--- src/rtl/fifo_circular_umbral_if.sv ---
// Handshake bundle for fifo_circular_umbral: write/read requests, data,
// thresholds, occupancy and status flags. master drives, slave is the FIFO.
interface fifo_circular_umbral_if #(
    parameter int LENGTH = 32,
    parameter int SIZE   = 8
);
    localparam int CW = $clog2(LENGTH + 1);

    logic            CLEAR_N;
    logic [SIZE-1:0] DATA_IN;
    logic            WRITE;
    logic            READ;
    logic [CW-1:0]   AF_LEVEL;
    logic [CW-1:0]   AE_LEVEL;
    logic [SIZE-1:0] DATA_OUT;
    logic [CW-1:0]   USE_DW;
    logic            F_FULL_N;
    logic            F_EMPTY_N;
    logic            F_ALMOST_FULL_N;
    logic            F_ALMOST_EMPTY_N;
    logic            OVERFLOW;
    logic            UNDERFLOW;

    modport master (
        output CLEAR_N, DATA_IN, WRITE, READ, AF_LEVEL, AE_LEVEL,
        input  DATA_OUT, USE_DW, F_FULL_N, F_EMPTY_N,
        input  F_ALMOST_FULL_N, F_ALMOST_EMPTY_N, OVERFLOW, UNDERFLOW
    );

    modport slave (
        input  CLEAR_N, DATA_IN, WRITE, READ, AF_LEVEL, AE_LEVEL,
        output DATA_OUT, USE_DW, F_FULL_N, F_EMPTY_N,
        output F_ALMOST_FULL_N, F_ALMOST_EMPTY_N, OVERFLOW, UNDERFLOW
    );
endinterface

--- src/rtl/fifo_circular_umbral.sv ---
// Circular-buffer FIFO, any depth >= 2, with occupancy count, runtime
// almost-full/almost-empty thresholds and sticky overflow/underflow.
// Ports: CLOCK, RESET (async, active-high), bus (slave modport: CLEAR_N,
// DATA_IN, WRITE, READ, AF_LEVEL, AE_LEVEL in; DATA_OUT, USE_DW, flags out).
// Macro FIFO_FWFT_EN selects first-word fall-through output.
module fifo_circular_umbral #(
    parameter int LENGTH = 32,
    parameter int SIZE   = 8
) (
    input  logic                  CLOCK,
    input  logic                  RESET,
    fifo_circular_umbral_if.slave bus
);
    localparam int CW = $clog2(LENGTH + 1);
    localparam int PW = $clog2(LENGTH);

    localparam logic [PW-1:0] PTR_LAST = PW'(LENGTH - 1);
    localparam logic [CW-1:0] CNT_FULL = CW'(LENGTH);

    typedef enum logic [1:0] {
        VACIO,
        OTROS,
        LLENO
    } state_t;

    logic [SIZE-1:0] mem [LENGTH];
    logic [PW-1:0]   wr_ptr;
    logic [PW-1:0]   rd_ptr;
    logic [CW-1:0]   count;
    logic            ovf_q;
    logic            unf_q;

    state_t          state;
    logic            do_wr;
    logic            do_rd;
    logic            ovf_set;
    logic            unf_set;
    logic [CW-1:0]   count_nx;
    logic [PW-1:0]   wr_ptr_nx;
    logic [PW-1:0]   rd_ptr_nx;

`ifndef FIFO_FWFT_EN
    logic            bypass;
    logic [SIZE-1:0] dout_q;
`endif

    // Occupancy is the state: empty, in between, full.
    always_comb begin
        state   = OTROS;
        do_wr   = 1'b0;
        do_rd   = 1'b0;
        ovf_set = 1'b0;
        unf_set = 1'b0;
`ifndef FIFO_FWFT_EN
        bypass  = 1'b0;
`endif
        if (count == '0)
            state = VACIO;
        else if (count == CNT_FULL)
            state = LLENO;

        unique case (state)
            VACIO: begin
`ifdef FIFO_FWFT_EN
                // No bypass: the word lands in memory, the read is an error.
                do_wr   = bus.WRITE;
                unf_set = bus.READ;
`else
                bypass  = bus.READ && bus.WRITE;
                do_wr   = bus.WRITE && !bus.READ;
                unf_set = bus.READ && !bus.WRITE;
`endif
            end
            LLENO: begin
                // A simultaneous read frees the slot the write reuses.
                do_rd   = bus.READ;
                do_wr   = bus.WRITE && bus.READ;
                ovf_set = bus.WRITE && !bus.READ;
            end
            default: begin
                do_wr = bus.WRITE;
                do_rd = bus.READ;
            end
        endcase

        unique case ({do_wr, do_rd})
            2'b10:   count_nx = count + 1'b1;
            2'b01:   count_nx = count - 1'b1;
            default: count_nx = count;
        endcase

        wr_ptr_nx = wr_ptr;
        if (do_wr)
            wr_ptr_nx = (wr_ptr == PTR_LAST) ? '0 : wr_ptr + 1'b1;

        rd_ptr_nx = rd_ptr;
        if (do_rd)
            rd_ptr_nx = (rd_ptr == PTR_LAST) ? '0 : rd_ptr + 1'b1;
    end

    always_ff @(posedge CLOCK or posedge RESET) begin
        if (RESET) begin
            wr_ptr <= '0;
            rd_ptr <= '0;
            count  <= '0;
            ovf_q  <= 1'b0;
            unf_q  <= 1'b0;
`ifndef FIFO_FWFT_EN
            dout_q <= '0;
`endif
        end else if (!bus.CLEAR_N) begin
            wr_ptr <= '0;
            rd_ptr <= '0;
            count  <= '0;
            ovf_q  <= 1'b0;
            unf_q  <= 1'b0;
`ifndef FIFO_FWFT_EN
            dout_q <= '0;
`endif
        end else begin
            wr_ptr <= wr_ptr_nx;
            rd_ptr <= rd_ptr_nx;
            count  <= count_nx;
            if (ovf_set)
                ovf_q <= 1'b1;
            if (unf_set)
                unf_q <= 1'b1;
`ifndef FIFO_FWFT_EN
            if (do_rd)
                dout_q <= mem[rd_ptr];
            else if (bypass)
                dout_q <= bus.DATA_IN;
`endif
        end
    end

    // Storage is never cleared; only pointers are.
    always_ff @(posedge CLOCK) begin
        if (!RESET && bus.CLEAR_N && do_wr)
            mem[wr_ptr] <= bus.DATA_IN;
    end

`ifdef FIFO_FWFT_EN
    assign bus.DATA_OUT = (count == '0) ? '0 : mem[rd_ptr];
`else
    assign bus.DATA_OUT = dout_q;
`endif

    assign bus.USE_DW           = count;
    assign bus.F_FULL_N         = (count != CNT_FULL);
    assign bus.F_EMPTY_N        = (count != '0);
    assign bus.F_ALMOST_FULL_N  = !(count >= bus.AF_LEVEL);
    assign bus.F_ALMOST_EMPTY_N = !(count <= bus.AE_LEVEL);
    assign bus.OVERFLOW         = ovf_q;
    assign bus.UNDERFLOW        = unf_q;
endmodule

--- src/flat_wrapper.sv ---
// flat-port wrapper written by rule: the top's interface ports become plain ports
module fifo_circular_umbral_flat 
#(
    parameter int LENGTH = 32,
    parameter int SIZE   = 8
)
  (CLOCK, RESET, bus_CLEAR_N, bus_DATA_IN, bus_WRITE, bus_READ, bus_AF_LEVEL, bus_AE_LEVEL, bus_DATA_OUT, bus_USE_DW, bus_F_FULL_N, bus_F_EMPTY_N, bus_F_ALMOST_FULL_N, bus_F_ALMOST_EMPTY_N, bus_OVERFLOW, bus_UNDERFLOW);
  fifo_circular_umbral_if #(.LENGTH(LENGTH), .SIZE(SIZE)) bus_i ();
  input  logic CLOCK;
  input  logic RESET;
  input wire logic [$bits(bus_i.CLEAR_N)-1:0] bus_CLEAR_N;
  input wire logic [$bits(bus_i.DATA_IN)-1:0] bus_DATA_IN;
  input wire logic [$bits(bus_i.WRITE)-1:0] bus_WRITE;
  input wire logic [$bits(bus_i.READ)-1:0] bus_READ;
  input wire logic [$bits(bus_i.AF_LEVEL)-1:0] bus_AF_LEVEL;
  input wire logic [$bits(bus_i.AE_LEVEL)-1:0] bus_AE_LEVEL;
  output wire logic [$bits(bus_i.DATA_OUT)-1:0] bus_DATA_OUT;
  output wire logic [$bits(bus_i.USE_DW)-1:0] bus_USE_DW;
  output wire logic [$bits(bus_i.F_FULL_N)-1:0] bus_F_FULL_N;
  output wire logic [$bits(bus_i.F_EMPTY_N)-1:0] bus_F_EMPTY_N;
  output wire logic [$bits(bus_i.F_ALMOST_FULL_N)-1:0] bus_F_ALMOST_FULL_N;
  output wire logic [$bits(bus_i.F_ALMOST_EMPTY_N)-1:0] bus_F_ALMOST_EMPTY_N;
  output wire logic [$bits(bus_i.OVERFLOW)-1:0] bus_OVERFLOW;
  output wire logic [$bits(bus_i.UNDERFLOW)-1:0] bus_UNDERFLOW;
  assign bus_i.CLEAR_N = bus_CLEAR_N;
  assign bus_i.DATA_IN = bus_DATA_IN;
  assign bus_i.WRITE = bus_WRITE;
  assign bus_i.READ = bus_READ;
  assign bus_i.AF_LEVEL = bus_AF_LEVEL;
  assign bus_i.AE_LEVEL = bus_AE_LEVEL;
  assign bus_DATA_OUT = bus_i.DATA_OUT;
  assign bus_USE_DW = bus_i.USE_DW;
  assign bus_F_FULL_N = bus_i.F_FULL_N;
  assign bus_F_EMPTY_N = bus_i.F_EMPTY_N;
  assign bus_F_ALMOST_FULL_N = bus_i.F_ALMOST_FULL_N;
  assign bus_F_ALMOST_EMPTY_N = bus_i.F_ALMOST_EMPTY_N;
  assign bus_OVERFLOW = bus_i.OVERFLOW;
  assign bus_UNDERFLOW = bus_i.UNDERFLOW;
  fifo_circular_umbral #(.LENGTH(LENGTH), .SIZE(SIZE)) u_core (.CLOCK(CLOCK), .RESET(RESET), .bus(bus_i));
endmodule
--- config.mk ---
export PLATFORM = sky130hd
export DESIGN_NAME = fifo_circular_umbral_flat
export DESIGN_NICKNAME = d
export VERILOG_FILES = /design/src/rtl/fifo_circular_umbral_if.sv /design/src/rtl/fifo_circular_umbral.sv /design/src/flat_wrapper.sv
export SDC_FILE = /design/constraint.sdc
export NUM_CORES = 1
export LEC_CHECK = 0
export BUFFER_PORTS_ARGS = -buffer_cell sky130_fd_sc_hd__buf_4
export CORE_ASPECT_RATIO = 2
export CORE_UTILIZATION = 30
export DETAILED_ROUTE_END_ITERATION = 8
export PLACE_DENSITY = 0.44
export RECOVER_POWER = 25
export SLEW_MARGIN = 40
export SYNTH_ARGS = -nofsm -noshare
export SYNTH_HDL_FRONTEND = slang
export SYNTH_SLANG_ARGS = --single-unit
--- constraint.sdc ---
create_clock -name CLOCK -period 5.8 [get_ports CLOCK]
set_input_delay 0.87 -clock CLOCK [delete_from_list [all_inputs] [get_ports CLOCK]]
set_output_delay 0.87 -clock CLOCK [all_outputs]
set_load 0.005 [all_outputs]
# Word level (Yosys, flattened, before mapping)
# Memories as Yosys holds them, arrays and structs flattened.
# Index checks and enable logic that the tools add are counted.
word_totals:
  elab_cells: 63
  out_inout_bits: 20
  register_bits: 26
  mem_bits_rw: 256
  memories: 1
  input_bits: 25
op_classes:
  reduce_logical: 13
  magnitude_cmp: 2
  eq_ne: 13
  n_mux: 24
  n_addsub: 4
mem_list:
  columns: ["name", "depth", "word_bits", "rd", "rd_clocked_by_memory_dff", "wr", "line_no", "source"]
  rows:
  - ["u_core.mem", 32, 8, 1, 0, 1, "fifo_circular_umbral.sv:26", "logic [SIZE-1:0] mem [LENGTH];"]
ops:
  columns: ["cell", "n"]
  rows:
  - ["$mux W5", 6]
  - ["$mux W8", 3]
  - ["$pmux W6 S2", 1]
  - ["$add A5 B1 Y5 const B", 2]
  - ["$eq A5 B5 Y1 const B", 2]
  - ["$mux W1", 10]
  - ["$ne A2 B1 Y1 const B", 4]
  - ["$add A6 B1 Y6 const B", 1]
  - ["$eq A6 B6 Y1 const B", 1]
  - ["$ge A6 B6 Y1", 1]
  - ["$le A6 B6 Y1", 1]
  - ["$logic_not A6 Y1", 1]
  - ["$mux W6", 1]
  - ["$ne A3 B1 Y1 const B", 2]
  - ["$ne A6 B6 Y1 const B", 1]
  - ["$reduce_bool A6 Y1", 1]
  - ["$sub A6 B1 Y6 const B", 1]
  - ["$logic_and A1 B1 Y1", 5]
  - ["$logic_not A1 Y1", 5]
  - ["$eq A2 B2 Y1 const B", 2]
  - ["$mux W2", 2]
  - ["$eq A2 B1 Y1 const B", 1]
  - ["$logic_not A2 Y1", 1]
  - ["$pmux W1 S2", 1]

# Logic depth before layout (Yosys ltp)
# Gate-level depths: netlist (run 1).
depth:
  word_depth: 8
  ltp_mapped: 10
  depth_no_buf: 10

# Least setup slack after synthesis (run 1)
# No wires, ideal clock.
synth_path:
  path_type: "input -> register"
  from: "in bus_READ"
  to: "reg u_core.count[5] (netlist: u_core.bus.USE_DW[5])"
  t_required_ns: 5.681
  path_buffers: 1
  t_arrival_ns: 2.769
  cell_stages: 10
  setup_ns: 0.119
  path_slack_ns: 2.912
  path_cell_list: "clkbuf_1 > nand2b_1 > nor2_2 > ha_1 > a21o_1 > a21oi_1 > o21bai_1 > a21oi_1 > mux4_2 > and2_1"
synth_via:
  elab_chain_len: 6
  elab_cells_between_ends: 10
  cone_classes: "eq/ne (3); mux (4); reduce/logical (3)"
synth_lines:
  columns: ["item", "line_no", "source"]
  rows:
  - ["from (decl)", "flat_wrapper.sv:14", "input wire logic [$bits(bus_i.READ)-1:0] bus_READ;"]
  - ["$logic_not A1 Y1", "fifo_circular_umbral.sv:70", "do_wr = bus.WRITE && !bus.READ;"]
  - ["$logic_and A1 B1 Y1", "fifo_circular_umbral.sv:70", null]
  - ["$pmux W1 S2", "fifo_circular_umbral.sv:62", "unique case (state)"]
  - ["$eq A2 B1 Y1 or $eq A2 B2 Y1 (tied branches)", "fifo_circular_umbral.sv:86", "unique case ({do_wr, do_rd})"]
  - ["$pmux W6 S2", "fifo_circular_umbral.sv:86", null]
  - ["$mux W6", "fifo_circular_umbral.sv:111", "end else if (!bus.CLEAR_N) begin"]
  - ["to (signal assigned)", "fifo_circular_umbral.sv:123", "count <= count_nx;"]
  - ["to (decl)", "fifo_circular_umbral.sv:29", "logic [CW-1:0] count;"]
# Parallel ways exist; a longest one is shown, timed or not.
# A chain may end at the register's enable or synchronous reset.

# Worst setup path in the final report (run 1)
layout_path:
  from: "reg u_core.count[0] (netlist: u_core.bus.USE_DW[0])"
  to: "out bus_F_ALMOST_FULL_N"
layout_via:
  elab_chain_len: 2
layout_lines:
  columns: ["item", "line_no", "source"]
  rows:
  - ["$ge A6 B6 Y1", "fifo_circular_umbral.sv:152", "assign bus.F_ALMOST_FULL_N = !(count >= bus.AF_LEVEL);"]
  - ["$logic_not A1 Y1", "fifo_circular_umbral.sv:152", null]
  - ["to (decl)", "flat_wrapper.sv:21", "output wire logic [$bits(bus_i.F_ALMOST_FULL_N)-1:0] bus_F_ALMOST_FULL_N;"]
# No other way between the ends.

==> results of run 1 <==
[worst min path at each step]
stage / start / end / slack (ps) / depth (start not counted)
2_1_floorplan: u_core.bus.UNDERFLOW$_DFFE_PP0P_ / u_core.bus.UNDERFLOW$_DFFE_PP0P_ / 490 / 1
4_1_cts: RESET / u_core.wr_ptr[4]$_DFFE_PP0P_ / 250 / 2
5_1_grt: RESET / u_core.wr_ptr[4]$_DFFE_PP0P_ / 270 / 2
3_3_place_gp: u_core.bus.UNDERFLOW$_DFFE_PP0P_ / u_core.bus.UNDERFLOW$_DFFE_PP0P_ / 480 / 1
3_5_place_dp: u_core.bus.UNDERFLOW$_DFFE_PP0P_ / u_core.bus.UNDERFLOW$_DFFE_PP0P_ / 490 / 1
6_report: RESET / u_core.wr_ptr[4]$_DFFE_PP0P_ / 260 / 2
[per-layer routing]
layer  vias to the layer above  wire [µm]
li1                       2773          -
met1                      3285      10840
met4                         0       1794
met2                       173      18320
met5                         -          0
met3                        61       1103
[through the flow]
step	power [mW]	setup slack, ps	std cells	area, µm²
finish	4.737	2131	1260	13530
global route	4.912	1932	1260	13530
CTS	4.797	2064	1260	13560
detailed placement	3.075	2296	1215	12720
global placement	3.062	2431	1215	12720
floorplan	2.823	2912	679	11880
[placed cells by master, fill, tap and decap left out, types with 3 or more instances in the layout]
cell,count
edfxtp_1,256
mux4_2,52
nor2_1,50
mux2i_1,46
buf_4,40
clkbuf_16,25
ha_1,23
dfrtp_1,22
a22oi_1,20
a21oi_1,18
nor2b_1,17
inv_1,17
nand2_1,15
o21ai_0,13
clkbuf_1,13
a22o_1,9
nand3_1,8
nor3_1,6
a211oi_1,6
a21boi_0,5
and2_1,5
nand2b_1,5
xnor2_1,5
bufinv_16,4
nor3b_1,3
o21a_1,3
o221ai_1,3
a221oi_1,3
a21o_1,3
nand3b_1,3
clkinv_1,3
clkinv_2,3
[flip-flops by register name, indices dropped and copies added (netlist names)]
signal                count
u_core.bus.DATA_OUT       8
u_core.bus.OVERFLOW       1
u_core.bus.UNDERFLOW      1
u_core.bus.USE_DW         6
u_core.mem              256
u_core.rd_ptr             5
u_core.wr_ptr             5
[synthesized netlist by cell type (4+ instances only)]
master / number
ha_1: 23
nand3_1: 8
edfxtp_1: 256
buf_6: 4
xnor2_1: 5
mux4_2: 52
nor2_1: 50
dfrtp_1: 26
nand2_1: 15
nor2b_1: 17
a211oi_1: 6
nor3_1: 6
and2_1: 5
inv_1: 17
mux2i_1: 46
a22o_1: 9
nand2b_1: 5
clkbuf_1: 11
buf_2: 7
buf_4: 6
buf_1: 4
o21ai_0: 13
a22oi_1: 20
a21oi_1: 18
a21boi_0: 5
[worst register-to-register path, cell delays in order (launching register included)]
cell	delay, ps
dfrtp_1	480
or4_4	640
nor3_4	350
nor2_2	160
ha_1	300
a21o_1	180
a21oi_1	210
o21bai_1	90
a21oi_1	170
mux4_2	300
and2_1	160
[final cells by class]
type	instances	area, µm²
Clock buffer	30	644.4
Timing Repair Buffer	48	330.3
Tap cell	520	650.6
Multi-Input combinational cell	347	3293
Sequential cell	282	8348
Clock inverter	15	191.4
Inverter	18	70.07
Fill cell	3654	25400
[power by group]
group / switching, mW / internal [mW]
Clock: 0.743 / 0.979
Combinational: 0.367 / 0.317
Sequential: 0.0795 / 2.25
[cells by family after synthesis]
logic type,synth area share
compound gates,0.05475
xor+xnor,0.003685
fa+ha+maj,0.02590
buf+inv,0.02116
flops,0.7017
mux,0.1383
simple gates,0.05454
==> summary.txt, run 1 <==
Outcome
  – Status: complete, but fails checks
  – Failing checks: max-capacitance violations, max-slew violations

Floorplanning
  – Chip height: 283.5 µm
  – Die X-Extent: between 100 and 150 µm
  – Ports: between 40 and 50
  – Die footprint: 40460 µm²
  – Core region area: roughly 40000 µm²
  – Starting Density: 0.3053
  – # rows: between 100 and 150

Timing
  – Worst hold slack: approximately 260 ps
  – Worst-Margin Slew: 2080 ps
  – Total negative slack: 0 ps
  – Slew headroom: -0.3869
  – Setup repair after global routing missed its margin: false
  – Final hold vios: 0
  – Setup Skew: between 10 and 15 ps
  – Tcrit/Tclk final: 0.6326
  – Pins over their slew limit: 204
  – Fmax: 272.6 MHz
  – Min cycle time layout: 3669 ps
  – Final setup fails: 0

Global routing
  – Total gr overflow: 0
  – Met3 GRT Util: 0.01924
  – Largest net degree at the start of global routing: 40
  – Vias in the first global route: roughly 7000
  – Initial antenna violation count: 0
  – First-pass GRT wire length: 46640 µm
  – Global-route usage over all layers: 0.1636
  – Met2 GRT Util: 0.3156
  – Busiest grt layer: met2
  – Grt met1 use: 0.1659

Synthesis
  – Post-synth top area cell: edfxtp_1
  – Largest cells by area after synthesis: edfxtp_1, mux4_2, dfrtp_1, mux2i_1, ha_1
  – Yosys warns: 0
  – Syn Area/Cell: roughly 18 µm²
  – Synthesized area: 11880 µm²
  – Count of different cell masters after synthesis: 51
  – Top FF cell, synth: edfxtp_1
  – Number of synthesized flops with an enable pin: 256
  – Yosys reg bits: 282
  – Yosys top cell area share: 0.6469
  – Asr flop ratio synth: 0.09220
  – Mapped Nets: between 700 and 800
  – Register area share after synthesis: 0.7017
  – Mapped Cells: roughly 680

Power and ir drop
  – Peak supply drop: 0.0001358 V
  – Cell area power density: 350.2 nW/µm²
  – Leak: roughly 4.3 nW

CTS
  – TritonCTS buffer count: 25
  – Bufs on Longest Clock Path: 3
  – CTS tree: built
  – Cts repair resizes: 0
  – Root buf cell: clkbuf_16
  – Post-CTS Setup Inserts: 0
  – CTS hold repair buffers: 0
  – Clk_lat worst skew: 540 ps
  – H-tree levels: 1
  – Clk slew on worst S/H paths: 70 ps
  – # clock sinks: 282

Setup path
  – Req. time, crit path: 4930 ps
  – Crit. End Element: output pin
  – Worst setup path end: bus_F_ALMOST_FULL_N
  – CP Depth: 9
  – CP Buf/Inv Count: 2
  – WP data arrival: 2800 ps
  – Crit path max-delay family: compound AO/OA/AOI/OAI gates
  – Max incr delay on CP: 650 ps
  – Slowest cell on crit path: dfrtp_1
  – Crit Path Class: reg -> out
  – Reg-to-reg setup timing slack: 2650 ps
  – Crit-path max FO: 8
  – CP startpoint: u_core.bus.USE_DW[0]$_DFFE_PP0P_
  – R2r startpoint: u_core.bus.USE_DW[1]$_DFFE_PP0P_
  – Worst R2R Path Depth: 10
  – Type of origin of the critical path: register
  – FF-to-FF End: u_core.bus.USE_DW[5]$_DFFE_PP0P_
  – Crit-path cells: inv_1, ha_1, nand2b_1, a21o_1, a21oi_1, nor2b_1, o21ai_0, o2bb2ai_1, buf_4

Detailed routing
  – Drt pass-1 iters: 4
  – Antenna viol nets, final: 0
  – Number of remaining DRC errors: 0
  – DR vias: 6292
  – WL per Instance: 25.44 µm
  – Routed Wire Length: 32050 µm
  – Drt via density: 4.994
  – DR iter-0 viols: approximately 500

Layout
  – Antenna diodes: 0
  – Area delta synth->final: 13.85%
  – Share of cells above drive strength 1: 0.1946
  – Finished Core Util: 0.3475
  – Final nets: 771

Placement
  – IO Port Bufs: 44
  – Routability cong.: 0.7661
  – Post-DP HPWL: between 20000 and 25000 µm

Run
  – Maxcap violations: 6

Min path
  – Hold Crit Class: in -> async
Power figures use the tool's default switching activity.
==> run 2: changes to the inputs <==
==> constraint.sdc (replaced) <==
create_clock -name CLOCK -period 3.7 [get_ports CLOCK]
set_input_delay 0.555 -clock CLOCK [delete_from_list [all_inputs] [get_ports CLOCK]]
set_output_delay 0.555 -clock CLOCK [all_outputs]
set_load 0.005 [all_outputs]
==> summary.txt, run 2 (same netlist as run 1, synthesis figures left out) <==
Layout
  – Area delta synth->final: 15.76%
  – Biggest register: u_core.mem
  – Antenna diodes: 0
  – Most common cell after layout, fill and taps aside: edfxtp_1
  – Final nets: 789
  – Number of flip-flops in the largest register: 256
  – Share of cells above drive strength 1: 0.2211
  – Design Area, Final: 13760 µm²
  – Commonest non-fill, non-tap cells in the layout: edfxtp_1, buf_4, mux4_2, nor2_1, mux2i_1
  – Fillers: around 3700

Placement
  – Post-DP HPWL: roughly 22000 µm
  – IO Port Bufs: 44
  – Routability cong.: ~0.78
  – DP Area: around 13000 µm²

Timing
  – Setup Skew: approximately 22 ps
  – Worst-Margin Slew: 2017 ps
  – Pins over their slew limit: 204
  – Fmax: 305.8 MHz
  – Setup repair after global routing missed its margin: false
  – Min cycle time layout: around 3300 ps
  – Final setup fails: 0
  – Final hold vios: 0
  – Slew headroom: -0.3444
  – Total negative slack: 0 ps
  – Tcrit/Tclk final: 0.8837

CTS
  – CTS tree: built
  – Clk slew on worst S/H paths: approximately 70 ps
  – Post-CTS Setup Inserts: 0
  – TritonCTS buffer count: 26
  – Bufs on Longest Clock Path: 3
  – Clk_lat worst skew: 540 ps
  – H-tree levels: 1
  – Cts repair resizes: 0
  – CTS hold repair buffers: 0
  – # clock sinks: 282
  – Root buf cell: clkbuf_16

Setup path
  – Type of origin of the critical path: register
  – Req. time, crit path: 3140 ps
  – Crit. End Element: output pin
  – Crit Path Class: reg -> out
  – Crit-path max FO: 8
  – WP data arrival: 2710 ps

Power and ir drop
  – Leak: 4.458 nW
  – Peak supply drop: roughly 0.00025 V
  – Cell area power density: 551.9 nW/µm²
  – Seq pwr share: 0.480
  – Switching share of power: 0.2514
  – Switching power: 1.909 mW
  – Power share of the clock group: 0.372
  – Gate power share: 0.148
  – P_int: 5.683 mW

Detailed routing
  – DR vias: around 6300
  – Number of remaining DRC errors: 0
  – Drt via density: 4.898
  – DR iter-0 viols: 341
  – Routed Wire Length: approximately 32000 µm
  – Drt pass-1 iters: 4
  – WL per Instance: roughly 25 µm
  – Antenna viol nets, final: 0

Floorplanning
  – Die X-Extent: roughly 140 µm
  – # rows: just over 100
  – Chip height: approximately 280 µm
  – Ports: 45
  – Core region area: 38920 µm²
  – Starting Density: 0.3053
  – Die footprint: 40460 µm²

Global routing
  – Initial antenna violation count: 0
  – Vias in the first global route: roughly 7000
  – Total gr overflow: 0
  – Largest net degree at the start of global routing: 55
  – First-pass GRT wire length: around 46000 µm
  – Global-route usage over all layers: 0.1617

Min path
  – Hold Crit Class: in -> async

Outcome
  – Failing checks: max-capacitance violations, max-slew violations
  – Status: complete, but fails checks

Run
  – Maxcap violations: 6
## run 2: through the flow
stage / power (mW) / hold WS [ps] / util / worst slack (ps) / std cells
after detailed placement: 4.866 / 487.3 / 0.3303 / 597.4 / 1231
after global routing: 7.870 / 391.3 / 0.3534 / 227.5 / 1280
after CTS: 7.693 / 99.10 / 0.3534 / 331.8 / 1279
final: 7.591 / 298.5 / 0.3534 / 430.2 / 1280
after global placement: 4.833 / 484.5 / 0.3297 / 591.6 / 1230
after floorplan: 4.425 / 487.4 / - / 850.8 / 679
## run 2: area by class of cell
type,instances,area [µm²],share of cell area
multi-input combinational,347,3293,0.2394
inverter,18,70.07,0.005094
clock buffer,28,679.4,0.04939
clock inverter,20,221.5,0.01610
tap,520,650.6,0.04730
sequential,282,8351,0.6071
timing repair buffer,65,490.5,0.03566
## run 2: path summary, 6_finish.rpt
kind                       cells past startpoint                               end  slack [ps]                              from
max                                            9               bus_F_ALMOST_FULL_N         430  u_core.bus.USE_DW[0]$_DFFE_PP0P_
min                                            2      u_core.wr_ptr[2]$_DFFE_PP0P_         300                             RESET
max reg2reg                                   10  u_core.bus.USE_DW[5]$_DFFE_PP0P_         610  u_core.bus.USE_DW[1]$_DFFE_PP0P_
min reg2reg                                    1  u_core.bus.UNDERFLOW$_DFFE_PP0P_         500  u_core.bus.UNDERFLOW$_DFFE_PP0P_
max in group asynchronous                      2      u_core.rd_ptr[0]$_DFFE_PP0P_        2620                             RESET
min in group CLOCK                             3      u_core.rd_ptr[4]$_DFFE_PP0P_         380                          bus_READ
## run 2: metal layers
metal,global-route usage,part of all wire,vias to the layer above
li1,-,-,2810
met1,0.1633,0.34,3252
met2,0.3201,0.58,162
met3,0.01738,0.035,45
met4,0.07527,0.041,0
met5,0,0,-
## run 2: critical path, stage by stage, from the launching register on
cell	delay, ps
dfrtp_1	610
inv_1	180
ha_1	320
nand2b_1	140
a21o_1	180
a21oi_1	220
nor2b_1	90
o21ai_0	180
o2bb2ai_1	140
buf_4	130
## run 2: power by group through the flow
| stage | logic, mW | clock network [mW] | registers [mW] |
|---|---|---|---|
| 2_1_floorplan | 0.781 | 0 | 3.64 |
| 5_1_grt | 1.22 | 2.99 | 3.66 |
| 3_3_place_gp | 1.05 | 0 | 3.78 |
| 4_1_cts | 1.13 | 2.89 | 3.67 |
| 3_5_place_dp | 1.13 | 0 | 3.74 |
| 6_report | 1.13 | 2.82 | 3.64 |
